<file path="config.mk">
export PLATFORM = sky130hd
export DESIGN_NAME = fetch_unit
export DESIGN_NICKNAME = d
export VERILOG_FILES = /design/src/rtl/fetch_unit.sv
export SDC_FILE = /design/constraint.sdc
export NUM_CORES = 1
export LEC_CHECK = 0
export CAP_MARGIN = 20
export CELL_PAD_IN_SITES_DETAIL_PLACEMENT = 1
export CELL_PAD_IN_SITES_GLOBAL_PLACEMENT = 1
export CORE_MARGIN = 5
export CORE_UTILIZATION = 31
export CTS_BUF_LIST = sky130_fd_sc_hd__clkbuf_2 sky130_fd_sc_hd__clkbuf_4 sky130_fd_sc_hd__clkbuf_8
export DETAILED_ROUTE_END_ITERATION = 10
export GPL_TIMING_DRIVEN = 0
export PLACE_DENSITY = 0.84
export SLEW_MARGIN = 20
export SYNTH_ARGS = -nofsm -noshare
export SYNTH_HDL_FRONTEND = slang
export SYNTH_SLANG_ARGS = --single-unit
</file>
<file path="constraint.sdc">
create_clock -name clk_i -period 2.1 [get_ports clk_i]
set_input_delay 0.63 -clock clk_i [delete_from_list [all_inputs] [get_ports clk_i]]
set_output_delay 0.63 -clock clk_i [all_outputs]
set_load 0.05 [all_outputs]
</file>
<file path="src/rtl/fetch_unit.sv">
// rtl/fetch_unit.sv - instruction fetch FSM with one-deep holding register and misalignment fault
module fetch_unit #(
    parameter int                WIDTH    = 32,
    parameter int                DEPTH    = 16,
    parameter logic [DEPTH-1:0]  RESET_PC = '0
) (
    input  logic             clk_i,
    input  logic             rst_i,
    input  logic             start_i,
    input  logic             halt_i,
    input  logic             pc_load_i,
    input  logic [DEPTH-1:0] pc_target_i,
    output logic             imem_rd_o,
    output logic [DEPTH-1:0] imem_addr_o,
    input  logic [WIDTH-1:0] imem_data_i,
    output logic [WIDTH-1:0] instr_o,
    output logic [DEPTH-1:0] instr_pc_o,
    output logic             instr_valid_o,
    input  logic             instr_ready_i,
    output logic [DEPTH-1:0] pc_o,
    output logic             busy_o,
    output logic             fault_o
);

    typedef enum logic [1:0] {
        IDLE  = 2'd0,
        FETCH = 2'd1,
        HOLD  = 2'd2,
        FAULT = 2'd3
    } state_t;

    state_t           state_q;
    logic [DEPTH-1:0] pc_q;
    logic [WIDTH-1:0] instr_q;
    logic [DEPTH-1:0] instr_pc_q;
    logic             instr_valid_q;
    logic             fault_q;
    logic [DEPTH-1:0] hold_pc_d;

    // PC that takes effect when the held word is accepted
    always_comb begin
        hold_pc_d = pc_q;
        if (pc_load_i) begin
            hold_pc_d = pc_target_i;
        end
    end

    always_ff @(posedge clk_i or negedge rst_i) begin
        if (!rst_i) begin
            state_q       <= IDLE;
            pc_q          <= RESET_PC;
            instr_q       <= '0;
            instr_pc_q    <= '0;
            instr_valid_q <= 1'b0;
            fault_q       <= 1'b0;
        end else begin
            case (state_q)
                IDLE: begin
                    if (pc_load_i) begin
                        pc_q <= pc_target_i;
                    end else if (start_i) begin
                        if (pc_q[1:0] == 2'b00) begin
                            state_q <= FETCH;
                        end else begin
                            state_q <= FAULT;
                            fault_q <= 1'b1;
                        end
                    end
                end
                FETCH: begin
                    if (pc_load_i) begin
                        // redirect discards the word being read this cycle
                        pc_q <= pc_target_i;
                        if (pc_target_i[1:0] != 2'b00) begin
                            state_q <= FAULT;
                            fault_q <= 1'b1;
                        end
                    end else begin
                        instr_q       <= imem_data_i;
                        instr_pc_q    <= pc_q;
                        pc_q          <= pc_q + DEPTH'(4);
                        instr_valid_q <= 1'b1;
                        state_q       <= HOLD;
                    end
                end
                HOLD: begin
                    if (instr_ready_i) begin
                        instr_valid_q <= 1'b0;
                        pc_q          <= hold_pc_d;
                        if (halt_i) begin
                            state_q <= IDLE;
                        end else if (hold_pc_d[1:0] == 2'b00) begin
                            state_q <= FETCH;
                        end else begin
                            state_q <= FAULT;
                            fault_q <= 1'b1;
                        end
                    end
                end
                FAULT: begin
                    if (pc_load_i && (pc_target_i[1:0] == 2'b00)) begin
                        pc_q    <= pc_target_i;
                        fault_q <= 1'b0;
                        state_q <= IDLE;
                    end
                end
                default: begin
                    state_q <= IDLE;
                end
            endcase
        end
    end

    assign imem_rd_o     = (state_q == FETCH);
    assign imem_addr_o   = pc_q;
    assign instr_o       = instr_q;
    assign instr_pc_o    = instr_pc_q;
    assign instr_valid_o = instr_valid_q;
    assign pc_o          = pc_q;
    assign busy_o        = (state_q != IDLE);
    assign fault_o       = fault_q;

endmodule

</file>
* After elaboration in Yosys (flattened, before gate mapping)
Index checks and enable logic that the tools add are counted.
Word-level totals: memory bits (writable) 0, input port bits 54, memories kept 0, latch bits 0, bits in registers 68, memory bits (read-only) 0, output and inout port bits 84, logic and storage cells 63
Operators by class: $mul 0, bitwise operators 1, eq/ne operators 14, add/subtract/negate cells 1, div/mod/pow operators 0, reduce and logical (&&, ||, !) cells 13, multiplexer cells 28, shifts and indexed selects 0, order comparisons 0
Operators with widths (number):
- 2-to-1 mux 16 bit | 4
- one-hot mux 16 bit (4 select lines) | 1
- 2-to-1 mux 2 bit | 9
- inequality test 2 bit, second input constant | 9
- adder 16 x 3 -> 16 bit, second input constant | 1
- 2-to-1 mux 1 bit | 11
- AND reduction 9 bit | 1
- zero test 2 bit | 4
- one-hot mux 2 bit (4 select lines) | 1
- nonzero test 2 bit | 3
- AND reduction 5 bit | 1
- == test 2 bit, second input constant | 2
- one-hot mux 1 bit (4 select lines) | 1
- AND reduction 2 bit | 2
- inequality test 3 x 2 -> 1 bit, second input constant | 1
- AND reduction 3 bit | 1
- == test 2 x 1 -> 1 bit, second input constant | 1
- inequality test 2 x 1 -> 1 bit, second input constant | 1
- one-hot mux 1 bit (2 select lines) | 1
- logical AND 1 bit | 1
- NOT 1 bit | 1

* Depth between registers and ports, before layout
depth in word-level cells 6, mapped depth 7, gate-level depth less buffers 5

* Worst setup path after synthesis
Ideal clock, no wire load.
path kind reg2out, start point register state_q[0], end point output imem_rd_o, cell stages (with the launch flop) 3, buffers on the path 1, arrival time 1.403 ns, slack 0.067 ns, cells stage by stage dfrtp_1 -> clkbuf_1 -> nor2b_1
Between the ends: word-level cells in the longest chain between the ends 1
Ends and longest elaborated chain:
- start: declaration | RTL line 32 | state_t state_q;
- start signal: assignment | RTL line 50 | state_q <= IDLE;
- start signal: assignment | RTL line 63 | state_q <= FETCH;
- start signal: assignment | RTL line 65 | state_q <= FAULT;
- == test 2 x 1 -> 1 bit | RTL line 114 | assign imem_rd_o = (state_q == FETCH);
- end: declaration | RTL line 13 | output logic imem_rd_o,
No other way between the ends.

* Worst setup path after layout
start point register state_q[1], end point output busy_o
Between the ends: word-level cells in the longest chain between the ends 1
Ends and longest elaborated chain:
- nonzero test 2 bit | RTL line 120 | assign busy_o = (state_q != IDLE);
- end: declaration | RTL line 21 | output logic busy_o,
No other way between the ends.

==> impl_metrics.json <==
{
  "async_flop_share_pct": 100.0,
  "leakagePower_nw": 2.488,
  "place_congestion": 0.8834,
  "drtPass1Iterations": 4,
  "syn_area_per_cell_um2": 8.681,
  "path_cells": "buf_2, or2_2, buf_4",
  "core-area_mm2": 0.01028,
  "cts_tree": "built",
  "antenna_found_initial": 0,
  "drt_iter0_drc": 163,
  "fin_crit_ns": 2.102,
  "routedWlPerCell_um": 16.69,
  "clockRootBuffer": "clkbuf_8",
  "clk_pin_slew_ns": 0.08,
  "via_count": 3170,
  "hold_slack_ns": 0.2053,
  "clock_skew_ns": 0.008313,
  "violations": "negative setup slack",
  "hold_viol_final": 0,
  "synthCells": 373,
  "synthToLayoutAreaGrowth_pct": 53.67,
  "grt_pass1_vias": 3372,
  "fp.dieArea_mm2": 0.01259,
  "slew_viol_final": 0,
  "drive_gt1_share_pct": 14.61,
  "status": "finished, violations left",
  "dp_slack_ns": -0.4606,
  "die_x_um": 112.2,
  "pwr_density_cell_mw_per_mm2": 1837,
  "path_class": "flip-flop to output pin",
  "nFillCells": 1258,
  "critPathArrivalTime_ns": 1.47,
  "overflow": 0,
  "drt-total-wl_um": 11070,
  "slowest_stage": "dfrtp_2",
  "synth-edff-count": 0,
  "grt_pass1_wl_um": 17880,
  "period_share_pct": 100.1,
  "critPathRequiredTime_ns": 1.47,
  "drv_cap": 0,
  "start_util_pct": 31.51,
  "clkSinkCount": 68,
  "crit_family": "flip-flops",
  "synth.area.top_cells": "dfrtp_1 53%, nand2_1 18%, buf_4 3.9%",
  "setup_slack_ns": -0.001888,
  "slowest_delay_ns": 0.45,
  "die_h_um": 112.2,
  "synth_top_area_share_pct": 52.55,
  "worst-path-buf-inv": 2,
  "yosysWarnings": 0,
  "clk_latency_ns": 0.34,
  "register_area_mm2": 0.001707,
  "end_kind": "output pin",
  "row_count": 37,
  "rsz0062_at_grt": "true",
  "antenna_cells": 0,
  "htreeDepth": 3,
  "ys_seq_elements": 68,
  "track_usage_pct": 17.60,
  "hold_class": "primary input to async pin",
  "crit_cells": 3,
  "synth_area_mm2": 0.003238,
  "grt_max_degree": 42,
  "report.final.setup_viol": 1,
  "drc": 0,
  "worst_setup_path_start_kind": "flip-flop",
  "irDropWorstVdd_mv": 0.7384,
  "multiInputGateArea_mm2": 0.001316,
  "clk_path_buf_depth": 2,
  "cts_hold_buf": 0,
  "drt-vias-per-instance": 4.781,
  "yosysSeqAreaShare_pct": 52.55,
  "synth.distinct_cells": 44,
  "worstPathMaxFanout": 10,
  "port_buffers": 136,
  "yosysTopAreaCell": "dfrtp_1",
  "max_freq_mhz": 475.8,
  "drtAntennaViolNets": 0,
  "cts_buffers": 9,
  "synth_nets": 428,
  "ioPinCount": 138,
  "final_nets": 577,
  "ys.flop_type": "dfrtp_1",
  "hpwl_um": 8295,
  "worst_slew_pin_slew_ns": 0.6036,
  "ff2ff_path_depth": 6,
  "maxSlewHeadroom_pct": 59.76
}
[final timing paths]
path | endpoint | slack, ns | startpoint
max reg2reg | instr_pc_o[5] | 0.19 | state_q[1]
min | instr_o[25] | 0.21 | rst_i
max | busy_o | -0.002 | state_q[1]
min reg2reg | instr_o[2] | 0.47 | instr_o[2]
min in group clk_i | instr_o[2] | 0.47 | instr_o[2]
max in group asynchronous | instr_o[4] | 1.34 | rst_i
[per-stage QoR]
step           area [um2]    TNS, ns  power (W)  utilization (%)  instances
2_1_floorplan        3238          0   0.006194                -        373
3_3_place_gp         4770    -141.97   0.008156            46.41        645
3_5_place_dp         4787     -6.951   0.008308            46.58        646
4_1_cts              4974    -0.1921   0.009227            48.39        663
5_1_grt              4976   -0.04336   0.009655            48.42        663
6_report             4976  -0.001888   0.009143            48.42        663
[flip-flops by register name, summed over array words and instances (netlist names)]
register	count
instr_o	32
imem_addr_o	16
instr_pc_o	16
state_q	2
fault_o	1
instr_valid_o	1
[worst register-to-register path, delay by kind of cell, from the launching register on]
family                 cells  cell delay (ns)
AND/OR/NAND/NOR            2             0.53
flip-flops                 1             0.45
AO/OA/AOI/OAI              1             0.08
buffers and inverters      3             0.71
[cells in the final DEF, fill, tap and decap left out, types with 2 or more instances in the layout]
master,count
a21oi_1,5
buf_4,20
nand4_1,2
clkbuf_2,6
nand3_1,11
a22oi_1,2
o21ai_0,17
clkbuf_4,2
nand2_1,154
nor3b_4,2
a31oi_1,3
o211ai_1,2
o221ai_1,3
nor2_1,10
o21ai_1,2
a32oi_1,2
bufinv_16,3
dfrtp_2,4
o31a_1,5
dfrtp_1,64
nor3_1,4
clkdlybuf4s15_2,11
inv_1,2
dlymetal6s2s_1,2
clkdlybuf4s50_1,49
buf_1,4
o22ai_1,2
dlygate4sd2_1,62
buf_2,6
clkbuf_1,9
mux2_2,4
and3_1,3
clkbuf_8,10
nand2b_1,3
clkdlybuf4s15_1,5
nor4_1,3
o31ai_1,5
and2_1,2
[per-layer routing]
| metal | share of wire (%) | vias up | GRT usage, % |
|---|---|---|---|
| li1 | - | 1533 | - |
| met1 | 43 | 1533 | 21.99 |
| met2 | 51 | 91 | 30.79 |
| met3 | 4.5 | 13 | 3.342 |
| met4 | 1.5 | 0 | 5.369 |
| met5 | 0 | - | 0 |
[area by class of cell]
type                       instances  area share (%)
multi-input combinational        264           26.45
clock inverter                     6           2.238
buffer                            39           4.501
clock buffer                      10           2.766
inverter                           2          0.1509
tap                              136           3.420
timing repair buffer             138           26.18
sequential                        68           34.30
[cell usage after synthesis, types with 2 or more instances]
| cell | number |
|---|---|
| a21oi_1 | 6 |
| a22oi_1 | 2 |
| a31oi_1 | 3 |
| a32oi_1 | 2 |
| and2_1 | 2 |
| and3_1 | 3 |
| buf_1 | 4 |
| buf_2 | 6 |
| buf_4 | 17 |
| clkbuf_1 | 11 |
| dfrtp_1 | 68 |
| inv_1 | 2 |
| mux2_2 | 4 |
| nand2_1 | 154 |
| nand2b_1 | 3 |
| nand3_1 | 11 |
| nand4_1 | 2 |
| nor2_1 | 11 |
| nor3_1 | 4 |
| nor3b_4 | 2 |
| nor4_1 | 3 |
| o211ai_1 | 2 |
| o21ai_0 | 19 |
| o221ai_1 | 3 |
| o22ai_1 | 2 |
| o31a_1 | 5 |
| o31ai_1 | 5 |
[logic make-up (layout without fill, tap and decap cells)]
group / Yosys count / count (layout) / share of synthesized area (%)
buffers and inverters: 41 / 195 / 6.994
AO/OA/AOI/OAI: 58 / 58 / 12.17
flip-flops: 68 / 68 / 52.55
AND/OR/NAND/NOR: 201 / 201 / 26.51
adder cells (fa/ha/maj): 1 / 1 / 0.3863
multiplexers: 4 / 4 / 1.391
[report_power, final]
part           internal (W)  switching [W]  leakage [nW]
Combinational       0.00150        0.00385          1.52
Sequential          0.00191       0.000540         0.849
Clock              0.000821       0.000522         0.122
[what timing repair did]
item	in CTS	in global routing
pin swaps	1	1
gates resized for setup	118	26
endpoints found under the setup margin	93	25
setup buffers	1	0
gates cloned	0	0
(Power assumes the default switching activity.)
